## config.mk

```make
export PLATFORM = sky130hd
export DESIGN_NAME = uart_cmd_arbiter
export DESIGN_NICKNAME = d
export VERILOG_FILES = /design/src/rtl/uart_cmd_arbiter.sv
export SDC_FILE = /design/constraint.sdc
export NUM_CORES = 1
export LEC_CHECK = 0
export ABC_AREA = 1
export BUFFER_PORTS_ARGS = -buffer_cell sky130_fd_sc_hd__buf_4
export CAP_MARGIN = 20
export CORE_UTILIZATION = 30
export CTS_CLUSTER_DIAMETER = 50
export CTS_CLUSTER_SIZE = 30
export DETAILED_ROUTE_END_ITERATION = 10
export HOLD_SLACK_MARGIN = 0.12
export PLACE_DENSITY_LB_ADDON = 0.08
export RECOVER_POWER = 25
export SYNTH_ARGS = -nofsm -noshare
export SYNTH_HDL_FRONTEND = slang
export SYNTH_SLANG_ARGS = --single-unit
```

## constraint.sdc

```tcl
create_clock -name clk -period 2.55 [get_ports clk]
set_clock_uncertainty 0.2 [all_clocks]
set_input_delay 0.255 -clock clk [delete_from_list [all_inputs] [get_ports clk]]
set_output_delay 0.255 -clock clk [all_outputs]
set_load 0.05 [all_outputs]
```

## src/rtl/uart_cmd_arbiter.sv

```systemverilog
// uart_cmd_arbiter
//   Arbitrates two command requesters (m0, m1) onto a single UART controller
//   command port. Grants round-robin, keeps exactly one command in flight,
//   and for reads routes the returned byte (or a timeout error) back to the
//   requester that issued the command.
//
// Ports
//   clk, rst_n                 clock, asynchronous active-low reset
//   mX_cmd / mX_cmd_vld        requester command (MSB = 1 read, 0 write)
//   mX_cmd_rdy                 combinational grant, only in IDLE
//   mX_rd_data/_vld/_err       read completion (one-cycle vld, err = timeout)
//   u_cmd / u_cmd_vld          command presented to the UART controller
//   u_cmd_rdy                  UART controller idle/ready
//   u_read_rdy / u_read_data   read-data-valid pulse and data from UART
module uart_cmd_arbiter #(
  parameter int CMD_WIDTH  = 16,
  parameter int READ_WIDTH = 8,
  parameter int TIMEOUT    = 65535
) (
  input  logic                  clk,
  input  logic                  rst_n,
  input  logic [CMD_WIDTH-1:0]  m0_cmd,
  input  logic                  m0_cmd_vld,
  output logic                  m0_cmd_rdy,
  output logic [READ_WIDTH-1:0] m0_rd_data,
  output logic                  m0_rd_vld,
  output logic                  m0_rd_err,
  input  logic [CMD_WIDTH-1:0]  m1_cmd,
  input  logic                  m1_cmd_vld,
  output logic                  m1_cmd_rdy,
  output logic [READ_WIDTH-1:0] m1_rd_data,
  output logic                  m1_rd_vld,
  output logic                  m1_rd_err,
  output logic [CMD_WIDTH-1:0]  u_cmd,
  output logic                  u_cmd_vld,
  input  logic                  u_cmd_rdy,
  input  logic                  u_read_rdy,
  input  logic [READ_WIDTH-1:0] u_read_data
);

  typedef enum logic [2:0] {IDLE, ISSUE, GUARD, WAIT_DONE, WAIT_READ} state_t;

  // Counter compares against TIMEOUT-1: it is 0 on the first WAIT_READ
  // cycle, so the error pulse lands TIMEOUT cycles after entry.
  localparam logic [15:0] TO_LAST = 16'(TIMEOUT - 1);

  state_t               state;
  logic [CMD_WIDTH-1:0] cmd_q;
  logic                 owner;   // 0 = m0, 1 = m1
  logic                 last;    // requester granted most recently
  logic [15:0]          cnt;
  logic                 gnt0, gnt1;

  // With both requesting, the one not granted last wins. last resets to 1
  // so m0 wins the first tie.
  always_comb begin
    gnt1 = m1_cmd_vld & (~m0_cmd_vld | ~last);
    gnt0 = m0_cmd_vld & ~gnt1;
  end

  // rst_n gating keeps the grants low while reset is held even though the
  // state register already sits in IDLE.
  assign m0_cmd_rdy = rst_n & (state == IDLE) & gnt0;
  assign m1_cmd_rdy = rst_n & (state == IDLE) & gnt1;
  assign u_cmd_vld  = (state == ISSUE);
  assign u_cmd      = cmd_q;

  always_ff @(posedge clk or negedge rst_n) begin
    if (!rst_n) begin
      state      <= IDLE;
      cmd_q      <= '0;
      owner      <= 1'b0;
      last       <= 1'b1;
      cnt        <= '0;
      m0_rd_data <= '0;
      m0_rd_vld  <= 1'b0;
      m0_rd_err  <= 1'b0;
      m1_rd_data <= '0;
      m1_rd_vld  <= 1'b0;
      m1_rd_err  <= 1'b0;
    end else begin
      m0_rd_vld <= 1'b0;
      m0_rd_err <= 1'b0;
      m1_rd_vld <= 1'b0;
      m1_rd_err <= 1'b0;
      case (state)
        IDLE: begin
          if (gnt0 | gnt1) begin
            cmd_q <= gnt1 ? m1_cmd : m0_cmd;
            owner <= gnt1;
            last  <= gnt1;
            state <= ISSUE;
          end
        end
        ISSUE: begin
          if (u_cmd_rdy) state <= GUARD;
        end
        // One dead cycle: the controller's rdy may still read high right
        // after the handshake, before it has gone busy.
        GUARD: begin
          if (cmd_q[CMD_WIDTH-1]) begin
            cnt   <= '0;
            state <= WAIT_READ;
          end else begin
            state <= WAIT_DONE;
          end
        end
        WAIT_READ: begin
          // Data beats the timeout when both land on the same cycle.
          if (u_read_rdy || cnt == TO_LAST) begin
            if (owner) begin
              m1_rd_vld  <= 1'b1;
              m1_rd_err  <= ~u_read_rdy;
              m1_rd_data <= u_read_rdy ? u_read_data : '0;
            end else begin
              m0_rd_vld  <= 1'b1;
              m0_rd_err  <= ~u_read_rdy;
              m0_rd_data <= u_read_rdy ? u_read_data : '0;
            end
            state <= WAIT_DONE;
          end else begin
            cnt <= cnt + 16'd1;
          end
        end
        WAIT_DONE: begin
          if (u_cmd_rdy) state <= IDLE;
        end
        default: state <= IDLE;
      endcase
    end
  end

endmodule

```

# --- After elaboration in Yosys (flattened, before gate mapping) ---
# Index checks and enable logic that the tools add are counted.
# Widths: inputs -> output; s select.
totals:
  register_bits: 57
  word_cells: 66
op_classes:
  n_addsub: 1
  eq_ne: 11
  muxes: 23
  bitwise: 12
  n_reduce_logical: 8
op_table:
  columns: ["operator", "n"]
  rows:
  - ["$mux 16", 3]
  - ["$pmux 16 s2", 1]
  - ["$add 16x1->16 const B", 1]
  - ["$eq 16x16->1 const B", 1]
  - ["$mux 3", 5]
  - ["$pmux 3 s5", 1]
  - ["$mux 1", 12]
  - ["$reduce_and 3->1", 3]
  - ["$mux 8", 1]
  - ["$ne 2x2->1 const B", 4]
  - ["$eq 3x2->1 const B", 2]
  - ["$and 1x1->1", 5]
  - ["$not 1->1", 5]
  - ["$ne 2x1->1 const B", 2]
  - ["$reduce_and 4->1", 1]
  - ["$eq 3x1->1 const B", 1]
  - ["$eq 3x3->1 const B", 1]
  - ["$logic_not 3->1", 1]
  - ["$or 1x1->1", 2]
  - ["$reduce_and 2->1", 1]
  - ["$reduce_bool 2->1", 1]
  - ["$logic_or 1x1->1", 1]

# --- Longest topological paths before layout ---
depth:
  word_depth: 8
  ltp_mapped: 12

# --- Least setup slack after synthesis ---
# OpenSTA, ideal clock, no wires.
synth_path:
  path_type: "register to output"
  start: "register last"
  end: "output port m0_cmd_rdy"
  arrival_ns: 2.472
  slack_ns: -0.377
  path_stages_with_launch: 6
  path_buffers: 1
  path_cell_list: "dfstp_2 -> nand2_1 -> nand2_1 -> inv_1 -> clkbuf_1 -> nor4_1"
synth_via:
  elab_chain_cells: 6
synth_rtl:
  columns: ["element", "line", "rtl"]
  rows:
  - ["start: declaration", "50", "logic last;"]
  - ["start signal: assignment", "91", "last <= gnt1;"]
  - ["$not 1->1", "57", "gnt1 = m1_cmd_vld & (~m0_cmd_vld | ~last);"]
  - ["$or 1x1->1", "57", null]
  - ["$and 1x1->1", "57", null]
  - ["$not 1->1", "58", "gnt0 = m0_cmd_vld & ~gnt1;"]
  - ["$and 1x1->1", "58", null]
  - ["$and 1x1->1", "63", "assign m0_cmd_rdy = rst_n & (state == IDLE) & gnt0;"]
  - ["end: declaration", "24", "output logic m0_cmd_rdy,"]
# No other way between the ends.

# --- Final worst setup path ---
layout_path:
  start: "register state[0]"
  end: "register cmd_q[7] (netlist: u_cmd[7])"
layout_via:
  elab_chain_cells: 2
layout_rtl:
  columns: ["element", "line", "rtl"]
  rows:
  - ["start: declaration", "47", "state_t state;"]
  - ["start signal: assignment", "70", "state <= IDLE;"]
  - ["start signal: assignment", "92", "state <= ISSUE;"]
  - ["start signal: assignment", "96", "if (u_cmd_rdy) state <= GUARD;"]
  - ["$logic_not 3->1", "86", "case (state)"]
  - ["$reduce_and 2->1 (no line)", null, null]
  - ["end signal: assignment", "89", "cmd_q <= gnt1 ? m1_cmd : m0_cmd;"]
  - ["end: declaration", "48", "logic [CMD_WIDTH-1:0] cmd_q;"]
# No other way between the ends.
# A chain may end at the register's enable or synchronous reset.

==> results.md <==
* Leading cell type in the layout, fill and taps excluded: nand2_1
* Final WL at 7.76 mm
* Final-report setup violation count at 0
* Setup WS post-layout at between 0.2 and 0.25 ns
* DRC errors left at 0
* CP peak stage delay at 0.57 ns
* DIE AREA at between 10000 and 15000 um2
* H-tree depth at 3
* CTS buffer count at 9
* Setup TNS Final at 0 ns
* Initial core utilization at 0.308
* First-pass GRT wire length at about 13 mm
* Number of synthesized register bits at 57
* Most frequent cells in the layout: nand2_1 (91), dfrtp_1 (56), buf_4 (51), dlygate4sd3_1 (47), inv_1 (43)
* Met2 wire len at roughly 3.6 mm
* RSZ-0062 raised after global routing: no
* Overall routing resource usage at 0.163
* Final GP Congestion at approximately 0.8
* Post-DRT Antenna Nets at 0
* Worst Tran Pin Value at 1.44 ns
* Mapped cell area at 2980 um2
* Worst-path fanout max at 18
* Wl on met1 at about 3.6 mm
* Vias at 2892
* Synth cell types at 32
* Inserted Diodes at 0
* Sequential cell area fraction in the yosys report at 0.479
* CP Cell Sequence: nor2_2, nand2_1, a21oi_4, buf_4, o21ai_0, o22ai_1, dlygate4sd3_1
* Synth Instances at 370
* Die Width at between 100 and 150 um
* Final non-filler cell total at between 600 and 700
* Synthesis-to-layout area growth at 43.1%
* Crit share post-route at 0.903
* Vias in the first global route at between 2k and 3k
* Inst Count DP at ~580
* Share of layout cells above drive strength 1 at 0.183
* Peak supply drop at 0.000561 V
* CP max-delay cell: dlygate4sd3_1
* Nets at 551
* Max Root-Sink Buffers at 2
* Fillers at a little over 1k
* Arr. time, crit path at 2.38 ns
* Syn_area_per_cell at a little over 8 um2
* Post-detail-place hpwl at just over 5 mm
* Met3 WL at between 400 and 500 um
* Tot Pwr at about 4.6 mW
* Type of the worst setup path: reg2reg
* Drt first pass iters at 4
* Chip height at between 100 and 150 um
* Core area at 9680 um2
* Grt total ovfl at 0
* Area contributors post-synth: dfrtp_1 (47%), nand2_1 (11%), inv_1 (5.4%)
* HP Class: in2reg
* Yosys top cell area share at 0.470
* Yosys warns at 0
* Critical path endpoint category: flip-flop
* Clk pin slew, worst setup/hold paths at 0.08 ns
* IO buf count at 84
* Dpl ws at 0.508 ns
* Syn nets at 418
* Num ports at 85
* Num Clock Sinks at 57
* Slew Limit Headroom at 0.0368
* Max-Cap Viols at 0
* Initial detailed-routing violation count at 98
* Area after DPL at 3720 um2
* CTS root buffer: clkbuf_8
* Initial antenna violation count at 0
* P_leak at ~2.1 nW
* Final hold vios at 0
* Dominant cell type by area after synthesis: dfrtp_1
* Post-route cell area at 4270 um2
* Pin count of the biggest net entering global routing at a little under 60
* CP required at approximately 2.6 ns
* CP Launch Type: flip-flop
* Pwr Density at between 1000 and 1500 nW/um2
* Post_cts resized at 0
* Status: finished clean
* Vias/cell at 4.51
* Period minus WS final at between 2 and 2.5 ns
* Num rows at 36
* Later-pin clock latency in the skew report at roughly 0.34 ns
* CTS tree: done
* Max Freq at ~0.43 GHz
* Seq. cell area at 1430 um2
* Max-slew violations at 0
* WL/cell at roughly 12 um
* Area occupied by multi-input gates at between 1000 and 1500 um2
* Max layer used: met4
per-layer routing:
| layer | GRT usage | vias up |
|---|---|---|
| li1 | - | 1475 |
| met3 | 0.0504 | 10 |
| met5 | 0 | - |
| met2 | 0.260 | 74 |
| met4 | 0.0635 | 0 |
| met1 | 0.208 | 1333 |
synth_stat cells:
library cell	n
nand4_1	23
nor4_1	1
nor2_1	38
nand2_4	3
nor2_2	4
nand2_2	6
o21ai_1	1
dfstp_2	1
a21oi_4	1
o21ai_0	19
nand3_2	1
nand3_4	2
inv_4	1
nor2_4	1
nand3_1	29
ha_1	2
xor2_1	6
clkinv_2	1
inv_1	43
buf_12	1
dfrtp_1	56
xnor2_1	2
nor3_2	1
buf_2	4
buf_4	4
inv_2	1
nor3_1	4
nand2_1	91
o21bai_1	1
or2_2	1
clkbuf_1	5
o22ai_1	16
repair_timing:
item / 4_1_cts / 5_1_grt
setup endpoints to repair: 0 / 10
buffers inserted: 0 / 2
hold endpoints to repair: 90 / 0
hold buffers: 47 / 0
worst paths after layout:
check	cells past startpoint	slack, ns	from	endpoint
min	4	0.20	m0_cmd_vld	last
min reg2reg	2	0.27	m0_rd_data[4]	m0_rd_data[4]
max	7	0.25	state[0]	u_cmd[7]
min in group asynchronous	3	0.84	rst_n	m0_rd_data[1]
max in group asynchronous	3	0.42	rst_n	u_cmd[14]
max reg2reg	7	0.25	state[0]	u_cmd[7]
final cells by class:
type,count,area share
inverters,46,0.0414
well taps,133,0.0390
clock inverters,6,0.0155
flip-flops and latches,57,0.335
repair buffers,136,0.234
clock buffers,10,0.0323
multi-input cells,253,0.303
through the flow:
stage | hold WS (ns) | util
2_1_floorplan | -0.241 | -
3_3_place_gp | 0.257 | 0.384
3_5_place_dp | 0.264 | 0.384
4_1_cts | 0.242 | 0.453
5_1_grt | 0.196 | 0.440
6_report | 0.198 | 0.440
sequential cells by signal, summed over array words and instances, names as in the netlist, 3 cells and up:
name,count
cnt,16
u_cmd,16
m0_rd_data,8
m1_rd_data,8
state,3
worst max-delay path, delay by kind of cell, from the launching register on:
family          cells  cell delay (ns)
flops               1             0.45
compound gates      3             0.48
buf+inv             2             0.82
simple gates        2             0.29
power by group:
group	switching (mW)	leakage, nW	internal, mW
Sequential	0.211	0.743	1.21
Clock	0.409	0.0949	0.479
Combinational	1.57	1.27	0.695
Total	2.19	2.10	2.38
kinds of logic (layout without fill, tap and decap cells):
kind of cell	after synthesis	count (layout)	synth area share
DFF	57	57	0.479
and+or+nand+nor	205	205	0.325
buffers and inverters	60	198	0.0890
xor gates and xnor gates	8	8	0.0235
AOI/OAI and AO/OA	38	38	0.0751
adders and majority gates	2	2	0.00839
No activity file was read; power rests on OpenSTA's default activity.
